## config.mk

```make
export PLATFORM = sky130hd
export DESIGN_NAME = snake_move_ctrl_flat
export DESIGN_NICKNAME = d
export VERILOG_FILES = /design/src/rtl/snake_pkg.sv /design/src/rtl/snake_move_ctrl_if.sv /design/src/rtl/snake_seg_buf.sv /design/src/rtl/snake_move_ctrl.sv /design/src/flat_wrapper.sv
export SDC_FILE = /design/constraint.sdc
export NUM_CORES = 1
export LEC_CHECK = 0
export BUFFER_PORTS_ARGS = -buffer_cell sky130_fd_sc_hd__buf_2
export CAP_MARGIN = 0
export CORE_MARGIN = 2
export CORE_UTILIZATION = 55
export DETAILED_ROUTE_END_ITERATION = 6
export HOLD_SLACK_MARGIN = 0.1
export MAX_ROUTING_LAYER = met4
export PLACE_DENSITY = 0.75
export REMOVE_ABC_BUFFERS = 1
export SLEW_MARGIN = 5
export SYNTH_ARGS = -nofsm -noshare
export SYNTH_HDL_FRONTEND = slang
export SYNTH_SLANG_ARGS = --single-unit
export TNS_END_PERCENT = 20
```

## constraint.sdc

```tcl
create_clock -name clk -period 10 [get_ports clk]
set_input_delay 1.5 -clock clk [delete_from_list [all_inputs] [get_ports clk]]
set_output_delay 1.5 -clock clk [all_outputs]
set_load 0.02 [all_outputs]
```

## src/rtl/snake_pkg.sv

```systemverilog
// Shared constants, direction helpers and FSM encoding for the snake movement controller.
package snake_pkg;

  localparam int GRID_W_DEF  = 40;
  localparam int GRID_H_DEF  = 30;
  localparam int X_W_DEF     = 6;
  localparam int Y_W_DEF     = 5;
  localparam int MAX_LEN_DEF = 16;

  localparam logic [3:0] DIR_UP    = 4'b1000;
  localparam logic [3:0] DIR_DOWN  = 4'b0100;
  localparam logic [3:0] DIR_LEFT  = 4'b0010;
  localparam logic [3:0] DIR_RIGHT = 4'b0001;

  typedef enum logic [1:0] {
    ST_RUN   = 2'd0,
    ST_SCAN  = 2'd1,
    ST_SHIFT = 2'd2,
    ST_OVER  = 2'd3
  } state_t;

  function automatic logic [3:0] opposite_dir(input logic [3:0] d);
    logic [3:0] r;
    case (d)
      DIR_UP:    r = DIR_DOWN;
      DIR_DOWN:  r = DIR_UP;
      DIR_LEFT:  r = DIR_RIGHT;
      DIR_RIGHT: r = DIR_LEFT;
      default:   r = 4'b0000;
    endcase
    return r;
  endfunction

  function automatic logic is_onehot4(input logic [3:0] d);
    return (d != 4'd0) && ((d & (d - 4'd1)) == 4'd0);
  endfunction

endpackage

```

## src/rtl/snake_move_ctrl_if.sv

```systemverilog
// Bundle of the key-detect inputs, food inputs, renderer read port and status outputs.
interface snake_move_ctrl_if import snake_pkg::*; #(
  parameter int X_W     = X_W_DEF,
  parameter int Y_W     = Y_W_DEF,
  parameter int MAX_LEN = MAX_LEN_DEF
);
  localparam int IDX_W = $clog2(MAX_LEN);
  localparam int LEN_W = $clog2(MAX_LEN + 1);

  // Strobes (tick, game_reset, eat) are single-cycle pulses; no ready back-pressure:
  // a tick is accepted only while busy and game_over are both low, otherwise dropped.
  logic             tick;
  logic [3:0]       dir;
  logic             game_reset;
  logic [X_W-1:0]   food_x;
  logic [Y_W-1:0]   food_y;
  logic             food_valid;
  logic [IDX_W-1:0] rd_idx;
  logic [X_W-1:0]   rd_x;
  logic [Y_W-1:0]   rd_y;
  logic             rd_valid;
  logic [X_W-1:0]   head_x;
  logic [Y_W-1:0]   head_y;
  logic [LEN_W-1:0] length;
  logic [3:0]       heading;
  logic             eat;
  logic             busy;
  logic             game_over;
  state_t           dbg_state;

  modport master (
    output tick, dir, game_reset, food_x, food_y, food_valid, rd_idx,
    input  rd_x, rd_y, rd_valid, head_x, head_y, length, heading, eat, busy, game_over,
           dbg_state
  );

  modport slave (
    input  tick, dir, game_reset, food_x, food_y, food_valid, rd_idx,
    output rd_x, rd_y, rd_valid, head_x, head_y, length, heading, eat, busy, game_over,
           dbg_state
  );

endinterface

```

## src/rtl/snake_seg_buf.sv

```systemverilog
// Segment coordinate shift register: head at index 0, registered read port, combinational compare tap.
module snake_seg_buf import snake_pkg::*; #(
  parameter int X_W      = X_W_DEF,
  parameter int Y_W      = Y_W_DEF,
  parameter int MAX_LEN  = MAX_LEN_DEF,
  parameter int INIT_LEN = 3,
  parameter int INIT_X   = 10,
  parameter int INIT_Y   = 15,
  parameter int IDX_W    = $clog2(MAX_LEN)
) (
  input  logic             clk,
  input  logic             rst,
  input  logic             load_init,
  input  logic             shift_en,
  input  logic [X_W-1:0]   in_x,
  input  logic [Y_W-1:0]   in_y,
  input  logic [IDX_W-1:0] rd_idx,
  output logic [X_W-1:0]   rd_x,
  output logic [Y_W-1:0]   rd_y,
  input  logic [IDX_W-1:0] cmp_idx,
  output logic [X_W-1:0]   cmp_x,
  output logic [Y_W-1:0]   cmp_y,
  output logic [X_W-1:0]   head_x,
  output logic [Y_W-1:0]   head_y
);

  logic [X_W-1:0] seg_x [MAX_LEN];
  logic [Y_W-1:0] seg_y [MAX_LEN];

  // Read samples the array before any shift on the same edge, so a read at SHIFT sees old data.
  always_ff @(posedge clk or posedge rst) begin
    if (rst) begin
      for (int i = 0; i < MAX_LEN; i++) begin
        seg_x[i] <= (i < INIT_LEN) ? X_W'(INIT_X - i) : '0;
        seg_y[i] <= (i < INIT_LEN) ? Y_W'(INIT_Y) : '0;
      end
      rd_x <= '0;
      rd_y <= '0;
    end else if (load_init) begin
      for (int i = 0; i < MAX_LEN; i++) begin
        seg_x[i] <= (i < INIT_LEN) ? X_W'(INIT_X - i) : '0;
        seg_y[i] <= (i < INIT_LEN) ? Y_W'(INIT_Y) : '0;
      end
      rd_x <= '0;
      rd_y <= '0;
    end else begin
      rd_x <= seg_x[rd_idx];
      rd_y <= seg_y[rd_idx];
      if (shift_en) begin
        for (int i = 1; i < MAX_LEN; i++) begin
          seg_x[i] <= seg_x[i-1];
          seg_y[i] <= seg_y[i-1];
        end
        seg_x[0] <= in_x;
        seg_y[0] <= in_y;
      end
    end
  end

  assign cmp_x  = seg_x[cmp_idx];
  assign cmp_y  = seg_y[cmp_idx];
  assign head_x = seg_x[0];
  assign head_y = seg_y[0];

endmodule

```

## src/rtl/snake_move_ctrl.sv

```systemverilog
// Snake movement controller: per-tick head advance, wall/self collision scan, growth on food.
module snake_move_ctrl import snake_pkg::*; #(
  parameter int GRID_W   = GRID_W_DEF,
  parameter int GRID_H   = GRID_H_DEF,
  parameter int X_W      = X_W_DEF,
  parameter int Y_W      = Y_W_DEF,
  parameter int MAX_LEN  = MAX_LEN_DEF,
  parameter int INIT_LEN = 3,
  parameter int INIT_X   = 10,
  parameter int INIT_Y   = 15
) (
  input  logic clk,
  input  logic rst,
  snake_move_ctrl_if.slave bus
);

  localparam int IDX_W = $clog2(MAX_LEN);
  localparam int LEN_W = $clog2(MAX_LEN + 1);

  state_t           state, state_d;
  logic [3:0]       heading_q;
  logic [X_W-1:0]   nxt_x;
  logic [Y_W-1:0]   nxt_y;
  logic             eat_r;
  logic [IDX_W-1:0] scan_idx;
  logic [IDX_W-1:0] scan_last;
  logic [LEN_W-1:0] length_q;
  logic             rd_valid_q;

  logic [X_W-1:0]   head_x, cmp_x, cand_x;
  logic [Y_W-1:0]   head_y, cmp_y, cand_y;
  logic [3:0]       new_hd;
  logic             wall, food_hit, hit, start, shift_en;
  logic [LEN_W-1:0] scan_n;

  snake_seg_buf #(
    .X_W(X_W), .Y_W(Y_W), .MAX_LEN(MAX_LEN),
    .INIT_LEN(INIT_LEN), .INIT_X(INIT_X), .INIT_Y(INIT_Y), .IDX_W(IDX_W)
  ) u_seg_buf (
    .clk(clk), .rst(rst),
    .load_init(bus.game_reset), .shift_en(shift_en),
    .in_x(nxt_x), .in_y(nxt_y),
    .rd_idx(bus.rd_idx), .rd_x(bus.rd_x), .rd_y(bus.rd_y),
    .cmp_idx(scan_idx), .cmp_x(cmp_x), .cmp_y(cmp_y),
    .head_x(head_x), .head_y(head_y)
  );

  // Candidate move for a tick arriving now; only meaningful in RUN.
  always_comb begin
    new_hd = heading_q;
    if (is_onehot4(bus.dir) && (bus.dir != opposite_dir(heading_q))) new_hd = bus.dir;
    cand_x = head_x;
    cand_y = head_y;
    case (new_hd)
      DIR_UP:    cand_y = head_y - Y_W'(1);
      DIR_DOWN:  cand_y = head_y + Y_W'(1);
      DIR_LEFT:  cand_x = head_x - X_W'(1);
      default:   cand_x = head_x + X_W'(1);
    endcase
    wall = ((head_x == '0) && (new_hd == DIR_LEFT)) ||
           ((head_x == X_W'(GRID_W - 1)) && (new_hd == DIR_RIGHT)) ||
           ((head_y == '0) && (new_hd == DIR_UP)) ||
           ((head_y == Y_W'(GRID_H - 1)) && (new_hd == DIR_DOWN));
    food_hit = bus.food_valid && (cand_x == bus.food_x) && (cand_y == bus.food_y);
    // Tail is only compared when growing, since otherwise it vacates its cell this move.
    scan_n = length_q - LEN_W'(1) + LEN_W'(food_hit);
    hit    = (nxt_x == cmp_x) && (nxt_y == cmp_y);
  end

  always_comb begin
    state_d  = state;
    start    = 1'b0;
    shift_en = 1'b0;
    case (state)
      ST_RUN: begin
        if (bus.tick) begin
          start = 1'b1;
          if (wall)               state_d = ST_OVER;
          else if (scan_n == '0)  state_d = ST_SHIFT;
          else                    state_d = ST_SCAN;
        end
      end
      ST_SCAN: begin
        if (hit)                          state_d = ST_OVER;
        else if (scan_idx == scan_last)   state_d = ST_SHIFT;
      end
      ST_SHIFT: begin
        shift_en = 1'b1;
        state_d  = ST_RUN;
      end
      default: state_d = ST_OVER;
    endcase
    if (bus.game_reset) begin
      state_d  = ST_RUN;
      start    = 1'b0;
      shift_en = 1'b0;
    end
  end

  always_ff @(posedge clk or posedge rst) begin
    if (rst) state <= ST_RUN;
    else     state <= state_d;
  end

  always_ff @(posedge clk or posedge rst) begin
    if (rst) begin
      heading_q  <= DIR_RIGHT;
      nxt_x      <= '0;
      nxt_y      <= '0;
      eat_r      <= 1'b0;
      scan_idx   <= '0;
      scan_last  <= '0;
      length_q   <= LEN_W'(INIT_LEN);
      rd_valid_q <= 1'b0;
    end else if (bus.game_reset) begin
      heading_q  <= DIR_RIGHT;
      nxt_x      <= '0;
      nxt_y      <= '0;
      eat_r      <= 1'b0;
      scan_idx   <= '0;
      scan_last  <= '0;
      length_q   <= LEN_W'(INIT_LEN);
      rd_valid_q <= 1'b0;
    end else begin
      rd_valid_q <= (LEN_W'(bus.rd_idx) < length_q);
      if (start) begin
        heading_q <= new_hd;
        nxt_x     <= cand_x;
        nxt_y     <= cand_y;
        eat_r     <= food_hit;
        scan_idx  <= '0;
        scan_last <= IDX_W'(scan_n - LEN_W'(1));
      end
      if (state == ST_SCAN) scan_idx <= scan_idx + IDX_W'(1);
      if (shift_en && eat_r && (length_q < LEN_W'(MAX_LEN))) length_q <= length_q + LEN_W'(1);
    end
  end

  assign bus.head_x    = head_x;
  assign bus.head_y    = head_y;
  assign bus.length    = length_q;
  assign bus.heading   = heading_q;
  assign bus.rd_valid  = rd_valid_q;
  assign bus.eat       = (state == ST_SHIFT) && eat_r;
  assign bus.busy      = (state == ST_SCAN) || (state == ST_SHIFT);
  assign bus.game_over = (state == ST_OVER);
  assign bus.dbg_state = state;

endmodule

```

## src/flat_wrapper.sv

```systemverilog
// flat-port wrapper written by rule: the top's interface ports become plain ports
module snake_move_ctrl_flat import snake_pkg::*;
#(
  parameter int GRID_W   = GRID_W_DEF,
  parameter int GRID_H   = GRID_H_DEF,
  parameter int X_W      = X_W_DEF,
  parameter int Y_W      = Y_W_DEF,
  parameter int MAX_LEN  = MAX_LEN_DEF,
  parameter int INIT_LEN = 3,
  parameter int INIT_X   = 10,
  parameter int INIT_Y   = 15
)
  (clk, rst, bus_tick, bus_dir, bus_game_reset, bus_food_x, bus_food_y, bus_food_valid, bus_rd_idx, bus_rd_x, bus_rd_y, bus_rd_valid, bus_head_x, bus_head_y, bus_length, bus_heading, bus_eat, bus_busy, bus_game_over, bus_dbg_state);
  snake_move_ctrl_if #(.X_W(X_W), .Y_W(Y_W), .MAX_LEN(MAX_LEN)) bus_i ();
  input  logic clk;
  input  logic rst;
  input wire logic [$bits(bus_i.tick)-1:0] bus_tick;
  input wire logic [$bits(bus_i.dir)-1:0] bus_dir;
  input wire logic [$bits(bus_i.game_reset)-1:0] bus_game_reset;
  input wire logic [$bits(bus_i.food_x)-1:0] bus_food_x;
  input wire logic [$bits(bus_i.food_y)-1:0] bus_food_y;
  input wire logic [$bits(bus_i.food_valid)-1:0] bus_food_valid;
  input wire logic [$bits(bus_i.rd_idx)-1:0] bus_rd_idx;
  output wire logic [$bits(bus_i.rd_x)-1:0] bus_rd_x;
  output wire logic [$bits(bus_i.rd_y)-1:0] bus_rd_y;
  output wire logic [$bits(bus_i.rd_valid)-1:0] bus_rd_valid;
  output wire logic [$bits(bus_i.head_x)-1:0] bus_head_x;
  output wire logic [$bits(bus_i.head_y)-1:0] bus_head_y;
  output wire logic [$bits(bus_i.length)-1:0] bus_length;
  output wire logic [$bits(bus_i.heading)-1:0] bus_heading;
  output wire logic [$bits(bus_i.eat)-1:0] bus_eat;
  output wire logic [$bits(bus_i.busy)-1:0] bus_busy;
  output wire logic [$bits(bus_i.game_over)-1:0] bus_game_over;
  output wire logic [$bits(bus_i.dbg_state)-1:0] bus_dbg_state;
  assign bus_i.tick = bus_tick;
  assign bus_i.dir = bus_dir;
  assign bus_i.game_reset = bus_game_reset;
  assign bus_i.food_x = bus_food_x;
  assign bus_i.food_y = bus_food_y;
  assign bus_i.food_valid = bus_food_valid;
  assign bus_i.rd_idx = bus_rd_idx;
  assign bus_rd_x = bus_i.rd_x;
  assign bus_rd_y = bus_i.rd_y;
  assign bus_rd_valid = bus_i.rd_valid;
  assign bus_head_x = bus_i.head_x;
  assign bus_head_y = bus_i.head_y;
  assign bus_length = bus_i.length;
  assign bus_heading = bus_i.heading;
  assign bus_eat = bus_i.eat;
  assign bus_busy = bus_i.busy;
  assign bus_game_over = bus_i.game_over;
  assign bus_dbg_state = bus_i.dbg_state;
  snake_move_ctrl #(.GRID_W(GRID_W), .GRID_H(GRID_H), .X_W(X_W), .Y_W(Y_W), .MAX_LEN(MAX_LEN), .INIT_LEN(INIT_LEN), .INIT_X(INIT_X), .INIT_Y(INIT_Y)) u_core (.clk(clk), .rst(rst), .bus(bus_i));
endmodule
```

# Yosys cells after proc, flatten, opt, wreduce, memory -nomap -nowiden
# Cells that the tools add are included.
dict set report classes {
  add_sub_neg 10
  magnitude_cmp 4
  n_eq_ne 21
  muxes 50
  n_bitwise 3
  n_reduce_logical 28
}
# op count
set ops {}
lappend ops {{$mux 96} 2}
lappend ops {{$mux 80} 2}
lappend ops {{$bmux 6 s4} 2}
lappend ops {{$mux 5} 9}
lappend ops {{$mux 6} 7}
lappend ops {{$bmux 5 s4} 2}
lappend ops {{$mux 4} 8}
lappend ops {{$pmux 4 s4} 1}
lappend ops {{$eq 6x6->1} 2}
lappend ops {{$logic_and 1x1->1} 12}
lappend ops {{$mux 2} 6}
lappend ops {{$pmux 6 s2} 1}
lappend ops {{$add 5x1->5 const B} 2}
lappend ops {{$eq 5x5->1} 2}
lappend ops {{$ge 5x5->1 const B} 2}
lappend ops {{$logic_not 5->1} 2}
lappend ops {{$not 4->5} 2}
lappend ops {{$pmux 5 s2} 1}
lappend ops {{$sub 5x1->5 const B} 2}
lappend ops {{$eq 4x1->1 const B} 2}
lappend ops {{$eq 4x2->1 const B} 2}
lappend ops {{$eq 4x3->1 const B} 2}
lappend ops {{$eq 4x4->1 const B} 2}
lappend ops {{$mux 1} 8}
lappend ops {{other kinds (26)} 33}
dict set report word_totals {
  register_bits 219
  input_bits 24
  output_inout_bits 37
  word_cells 159
}

# Depth between registers and ports, before layout
dict set report depth {
  depth_word 19
  mapped_depth 25
}

# Hierarchy
# Synthesis repeated with hierarchy kept, for this count alone.
dict set report unflattened {
  hier_cells 1128
  hier_area_um2 13151.4
}
# mod n_inst cells_each area_each_um2 seq_area_each_um2
set by_module_without_submodules {}
lappend by_module_without_submodules {snake_seg_buf 1 803 10313.6 4700.8}
lappend by_module_without_submodules {snake_move_ctrl 1 325 2837.7 804.5}

# Least setup slack after synthesis
# No wires, ideal clock.
dict set report synth_timing {
  path_type {in2reg}
  startpoint {input bus_dir[1]}
  endpoint {register u_core.state[1], in the netlist u_core.bus.dbg_state[1]}
  arrival_time_ns 5.920
  required_time_ns 9.896
  path_slack_ns 3.976
  path_stages 25
  path_buffers 2
  cell_sequence {buf_4 > nor2_1 > a32oi_1 > a32o_1 > and2_4 > buf_6 > nor4_1 > a31oi_1 > fa_1 > a21o_1 > a21oi_1 > nor4_1 > a31o_2 > mux2i_1 > xor2_1 > xnor2_1 > a21oi_1 > and4_1 > o2111ai_1 > ha_1 > ha_1 > xnor2_1 > and4b_1 > o21ai_0 > a221oi_1}
}
dict set report synth_via {
  elab_chain_len 19
  elab_cells_between_ends 33
  cone_classes {add/sub: 2; eq/ne: 7; mux: 8; bitwise: 1; reduce/logical: 15}
}
# item line_no
set synth_rtl {}
lappend synth_rtl {{start: declaration} flat_wrapper.sv:18} ;# input wire logic [$bits(bus_i.dir)-1:0] bus_dir;
lappend synth_rtl {{$sub 4x1->4} snake_pkg.sv:35} ;# return (d != 4'd0) && ((d & (d - 4'd1)) == 4'd0);
lappend synth_rtl {{$and 4x4->4} snake_pkg.sv:35}
lappend synth_rtl {{$logic_not 4->1} snake_pkg.sv:35}
lappend synth_rtl {{$logic_and 1x1->1} snake_pkg.sv:35}
lappend synth_rtl {{$logic_and 1x1->1} snake_move_ctrl.sv:51} ;# if (is_onehot4(bus.dir) && (bus.dir != opposite_dir(heading_q))) new_hd = bus.dir;
lappend synth_rtl {{$mux 4 (*)} snake_move_ctrl.sv:51}
lappend synth_rtl {{$eq 4x3->1 / $eq 4x4->1 (equally long branches)} {snake_move_ctrl.sv:54, snake_move_ctrl.sv:63, snake_move_ctrl.sv:62}}
lappend synth_rtl {{$reduce_or 2->1 (no line)} -}
lappend synth_rtl {{[... 2 more ...]} -}
lappend synth_rtl {{$logic_and 1x1->1 (2 in a row)} snake_move_ctrl.sv:64} ;# food_hit = bus.food_valid && (cand_x == bus.food_x) && (cand_y == bus.food_y);
lappend synth_rtl {{$add 5x1->5} snake_move_ctrl.sv:66} ;# scan_n = length_q - LEN_W'(1) + LEN_W'(food_hit);
lappend synth_rtl {{$logic_not 5->1} snake_move_ctrl.sv:79} ;# else if (scan_n == '0) state_d = ST_SHIFT;
lappend synth_rtl {{$mux 2} snake_move_ctrl.sv:79}
lappend synth_rtl {{$mux 2 (*)} snake_move_ctrl.sv:78} ;# if (wall) state_d = ST_OVER;
lappend synth_rtl {{$mux 2 (*)} snake_move_ctrl.sv:76} ;# if (bus.tick) begin
lappend synth_rtl {{$pmux 2 s3 (*)} snake_move_ctrl.sv:74} ;# case (state)
lappend synth_rtl {{$mux 2 (*)} snake_move_ctrl.sv:93} ;# if (bus.game_reset) begin
lappend synth_rtl {{end signal: assignment} snake_move_ctrl.sv:102} ;# else state <= state_d;
lappend synth_rtl {{end: declaration} snake_move_ctrl.sv:20} ;# state_t state, state_d;
# Every way passes the cells marked *; elsewhere a longest branch is shown, timed or not. The select of a mux whose other input is x is not followed.
# A chain may end at the register's enable or synchronous reset.

# Final worst setup path
dict set report layout_timing {
  startpoint {input bus_dir[3]}
  endpoint {register u_core.state[1], in the netlist u_core.bus.dbg_state[1]}
}
# The elaborated chain is that of the path after synthesis.

==> summary.md <==
In the final routed layout, each cell accounts on average for 20.2 µm. STA classifies the critical path startpoint as a primary input. Across all register-to-register paths, the minimum setup slack is 4200 ps. After detailed routing, the total wire length is 28300 µm.

The synthesized design spends more area on one cell type than any other, namely sky130_fd_sc_hd__dfrtp_1. The residual antenna-violating net count after detailed routing was 0. The number of hold buffers added after CTS is 0, and the count of fill cells added during filler insertion is 1733. The fraction of the core area covered by cells at the end of the flow came out at 0.618. The first global-routing pass estimated 46700 µm of wire. The startpoint identified for the worst hold timing path is u_core.scan_last[1].

The iteration count of the initial detailed-routing pass is 5. The sequential share of the synthesized area is 0.429. Clock latency on the worst-skew pair, taken at its later pin, is 510 ps. The launch instance of the worst register-to-register path is u_core.bus.heading[0]. For this run, design rule violations remaining after detail routing come to 0.

Compared with the post-synthesis result, the final layout area differs by 9.60%. For the worst flop-to-flop path, the logic depth is 23. For the highest ir drop seen on vdd, the log shows 0.000161 V. The share of final-layout standard cells stronger than drive strength 1 was 0.231; the final critical-path share of the clock period was 0.618.

The global routing usage summed across all routing layers was 0.248; the largest fanout on the critical path was 11. The clock-pin slew reported for the worst setup and hold paths after clock tree synthesis was 60 ps. Based on the critical path, the design can be clocked at up to 162 MHz. Summed instance area of the synthesized netlist: 0.0128 mm². Among all flip-flop cells after synthesis, the most frequent one is sky130_fd_sc_hd__dfrtp_1. After detailed routing, the number of vias per cell comes to 6.08.

The CTS root buffer is sky130_fd_sc_hd__clkbuf_16. Post-synthesis cell type count: 69. Buffers placed on the I/O ports in this run total 60.

The overall overflow remaining after global route was 0; the final count of negative-setup-slack endpoints was 0. The run gives 17.2 ps as the clock skew. The static power due to leakage is 5.82 nW, and the net total in the final layout is 1112. The core outline area came out at 0.0228 mm². The number of global-route vias before repair was 8509. For the final routed database, the setup TNS stands at 0 ps. Detailed routing inserted a total of 8518 vias. The transition time at the pin with the least slew margin was 1060 ps; the number of antenna violations at the first check in global routing was 2.

The tools report the critical path data required time as 10400 ps. The count of endpoints failing hold in the final timing report came out at 0. The total setup buffers inserted after CTS is 0, and the count of flip-flops with a built-in enable after synthesis is 0.

The path with the worst hold slack has its endpoint at u_core.scan_last[1]. The number of max-cap violations is 0, and the power density normalized to cell area is 191 mW/mm². The register bit total from synthesis came out at 219.

Category of the most critical setup path: primary input to flop. Measured along the y axis, the die boundary spans 157 µm. Largest net degree at the start of global routing: 138.

The run finished with clean final reports. By area the synthesized netlist is led by sky130_fd_sc_hd__dfrtp_1, sky130_fd_sc_hd__mux4_2, sky130_fd_sc_hd__mux2i_1, sky130_fd_sc_hd__nor2_1, sky130_fd_sc_hd__dfstp_2. Async set-or-reset flop fraction in the synthesized netlist: 1.00. The tools report the type of element capturing the critical path as a flop. The run gives 0.0246 mm² as the full die area. Data arrives at the worst endpoint at 6580 ps. Setup repair after global routing left no endpoint under its margin. Detailed placement ended at an HPWL of 17300 µm. The number of top-level pins is 61, and the number of gates resized after cts is 0. The synthesized area per cell is 12.0 µm², and the gate count after technology mapping is 1067. The H-tree depth reported by CTS is 1, and the total number of clock tree sinks is 219. The detailed router finished its first iteration with 678 violations. The die outline width came out at 157 µm. Clock tree synthesis inserted a total of 24 buffers. TritonCTS built the clock tree. Count of cells along the worst hold path: 2. The number of pins with negative max-slew slack in the final report was 0. The tools report the capture instance of the worst register-to-register path as u_core.bus.dbg_state[1]. For the number of standard-cell rows in the floorplan, the log shows 55. The worst path needs 6180 ps of the cycle, external delays included. The effective utilization at floorplan was 0.564. In this run the deepest clock path goes through 3 buffers. Share of the synthesized area in the top cell type: 0.388. Number of warnings reported in the yosys synthesis log: 0. For the remaining max-slew budget at the tightest pin, the log shows 0.293. The min-delay analysis places its worst path in the category flop to flop. The final weighted congestion of routability-driven global placement was 0.862.
[cell usage after synthesis, types with 3 or more instances]
cell type	instances
sky130_fd_sc_hd__a211oi_1	3
sky130_fd_sc_hd__a21o_1	3
sky130_fd_sc_hd__a21oi_1	11
sky130_fd_sc_hd__a22o_1	5
sky130_fd_sc_hd__and2_1	13
sky130_fd_sc_hd__and3_1	3
sky130_fd_sc_hd__buf_1	27
sky130_fd_sc_hd__buf_2	6
sky130_fd_sc_hd__buf_4	14
sky130_fd_sc_hd__buf_6	6
sky130_fd_sc_hd__clkbuf_1	42
sky130_fd_sc_hd__dfrtp_1	199
sky130_fd_sc_hd__dfstp_2	20
sky130_fd_sc_hd__ha_1	18
sky130_fd_sc_hd__inv_1	14
sky130_fd_sc_hd__mux2i_1	190
sky130_fd_sc_hd__mux4_2	105
sky130_fd_sc_hd__nand2_1	51
sky130_fd_sc_hd__nand3_1	3
sky130_fd_sc_hd__nand4_1	6
sky130_fd_sc_hd__nand4b_1	3
sky130_fd_sc_hd__nor2_1	177
sky130_fd_sc_hd__nor2b_1	10
sky130_fd_sc_hd__nor3_1	6
sky130_fd_sc_hd__nor4_1	4
sky130_fd_sc_hd__o211ai_1	4
sky130_fd_sc_hd__o21ai_0	32
sky130_fd_sc_hd__o22ai_1	3
sky130_fd_sc_hd__xnor2_1	35
sky130_fd_sc_hd__xor2_1	6
[worst max path at each step]
stage                                  from                       to  slack, ps
detailed placement               bus_dir[1]  u_core.bus.dbg_state[1]       3420
floorplan           u_core.bus.dbg_state[0]                  bus_eat       1350
finish                           bus_dir[3]  u_core.bus.dbg_state[1]       3820
CTS                              bus_dir[1]  u_core.bus.dbg_state[1]       3920
global route                     bus_dir[3]  u_core.bus.dbg_state[1]       3400
global placement                 bus_dir[3]  u_core.bus.dbg_state[1]       3650
[layer usage]
layer | vias to the layer above | track usage | part of all wire
met5 | - | - | 0
met4 | 0 | 0.0655 | 0.020
met3 | 40 | 0.0424 | 0.060
met2 | 264 | 0.379 | 0.47
met1 | 4347 | 0.348 | 0.45
li1 | 3867 | - | -
[critical path: stages]
cell and delay [ps]:
sky130_fd_sc_hd__buf_2 160, sky130_fd_sc_hd__nor4bb_1 270, sky130_fd_sc_hd__o21ai_0 120, sky130_fd_sc_hd__a32o_1 230, sky130_fd_sc_hd__and2_4 220, sky130_fd_sc_hd__nor4_1 270, sky130_fd_sc_hd__a31oi_1 180, sky130_fd_sc_hd__fa_1 470
sky130_fd_sc_hd__a21o_1 170, sky130_fd_sc_hd__a21oi_1 280, sky130_fd_sc_hd__mux2i_1 240, sky130_fd_sc_hd__nor3_1 70, sky130_fd_sc_hd__mux2i_1 170, sky130_fd_sc_hd__xor2_1 240, sky130_fd_sc_hd__xnor2_1 90, sky130_fd_sc_hd__a21oi_1 120
sky130_fd_sc_hd__and4_1 240, sky130_fd_sc_hd__o2111ai_1 120, sky130_fd_sc_hd__ha_1 220, sky130_fd_sc_hd__ha_1 200, sky130_fd_sc_hd__xnor2_1 350, sky130_fd_sc_hd__and4b_1 240, sky130_fd_sc_hd__o21ai_0 90, sky130_fd_sc_hd__a221oi_1 300
[layout by cell type, fill, tap and decap left out, types with 3 or more instances in the layout]
cell	count
sky130_fd_sc_hd__a211oi_1	3
sky130_fd_sc_hd__a21o_1	3
sky130_fd_sc_hd__a21oi_1	11
sky130_fd_sc_hd__a22o_1	5
sky130_fd_sc_hd__and2_1	13
sky130_fd_sc_hd__and3_1	3
sky130_fd_sc_hd__buf_2	58
sky130_fd_sc_hd__buf_4	14
sky130_fd_sc_hd__bufinv_16	4
sky130_fd_sc_hd__clkbuf_1	5
sky130_fd_sc_hd__clkbuf_16	25
sky130_fd_sc_hd__clkbuf_8	8
sky130_fd_sc_hd__dfrtp_1	197
sky130_fd_sc_hd__dfstp_2	20
sky130_fd_sc_hd__ha_1	17
sky130_fd_sc_hd__inv_1	13
sky130_fd_sc_hd__mux2i_1	190
sky130_fd_sc_hd__mux4_2	105
sky130_fd_sc_hd__nand2_1	51
sky130_fd_sc_hd__nand3_1	3
sky130_fd_sc_hd__nand4_1	6
sky130_fd_sc_hd__nand4b_1	3
sky130_fd_sc_hd__nor2_1	177
sky130_fd_sc_hd__nor2b_1	10
sky130_fd_sc_hd__nor3_1	6
sky130_fd_sc_hd__nor4_1	4
sky130_fd_sc_hd__o211ai_1	4
sky130_fd_sc_hd__o21ai_0	32
sky130_fd_sc_hd__o22ai_1	3
sky130_fd_sc_hd__xnor2_1	35
sky130_fd_sc_hd__xor2_1	6
[metrics by stage]
step	std cells	power [W]	hold slack (ps)	setup WS (ps)	area (µm²)
after floorplan	971	0.00171	465	1350	12400
after global placement	1356	0.00173	493	3650	13200
after detailed placement	1356	0.00174	497	3420	13200
after CTS	1400	0.00271	510	3920	14100
after global routing	1402	0.00282	537	3400	14100
final	1402	0.00269	510	3820	14100
[kinds of logic (layout without fill, tap and decap cells)]
| family | Yosys count | in the layout | synth area share |
|---|---|---|---|
| other | 0 | 2 | 0 |
| flip-flops | 219 | 219 | 0.429 |
| XOR/XNOR | 43 | 43 | 0.0315 |
| multiplexers | 299 | 299 | 0.337 |
| AO/OA/AOI/OAI | 81 | 81 | 0.0406 |
| buffers and inverters | 110 | 130 | 0.0406 |
| AND/OR/NAND/NOR | 296 | 296 | 0.102 |
| adder cells (fa/ha/maj) | 19 | 19 | 0.0191 |
[cell type report]
| cell class | instances | area, µm² | area share |
|---|---|---|---|
| multi-input combinational | 738 | 6830 | 0.485 |
| timing repair buffer | 72 | 395 | 0.0281 |
| antenna | 2 | 5.00 | 0.000356 |
| clock buffer | 38 | 754 | 0.0536 |
| inverter | 14 | 60.1 | 0.00427 |
| sequential | 219 | 5510 | 0.392 |
| tap | 313 | 392 | 0.0278 |
| clock inverter | 6 | 130 | 0.00925 |
[flip-flops by register name, summed over array words and instances (netlist names), 2 cells and up]
register	flops
u_core.u_seg_buf.head_y	5
u_core.scan_last	4
u_core.bus.length	5
u_core.u_seg_buf.rd_y	5
u_core.scan_idx	4
u_core.u_seg_buf.rd_x	6
u_core.bus.heading	4
u_core.nxt_x	6
u_core.bus.dbg_state	2
u_core.u_seg_buf.seg_x	90
u_core.nxt_y	5
u_core.u_seg_buf.head_x	6
u_core.u_seg_buf.seg_y	75
[where the power goes]
group          internal, W  switching [W]  leakage, nW
sequential        0.000939       0.000114         2.97
combinational     0.000323       0.000348         2.41
clock             0.000618       0.000350        0.436
Power figures use the tool's default switching activity.
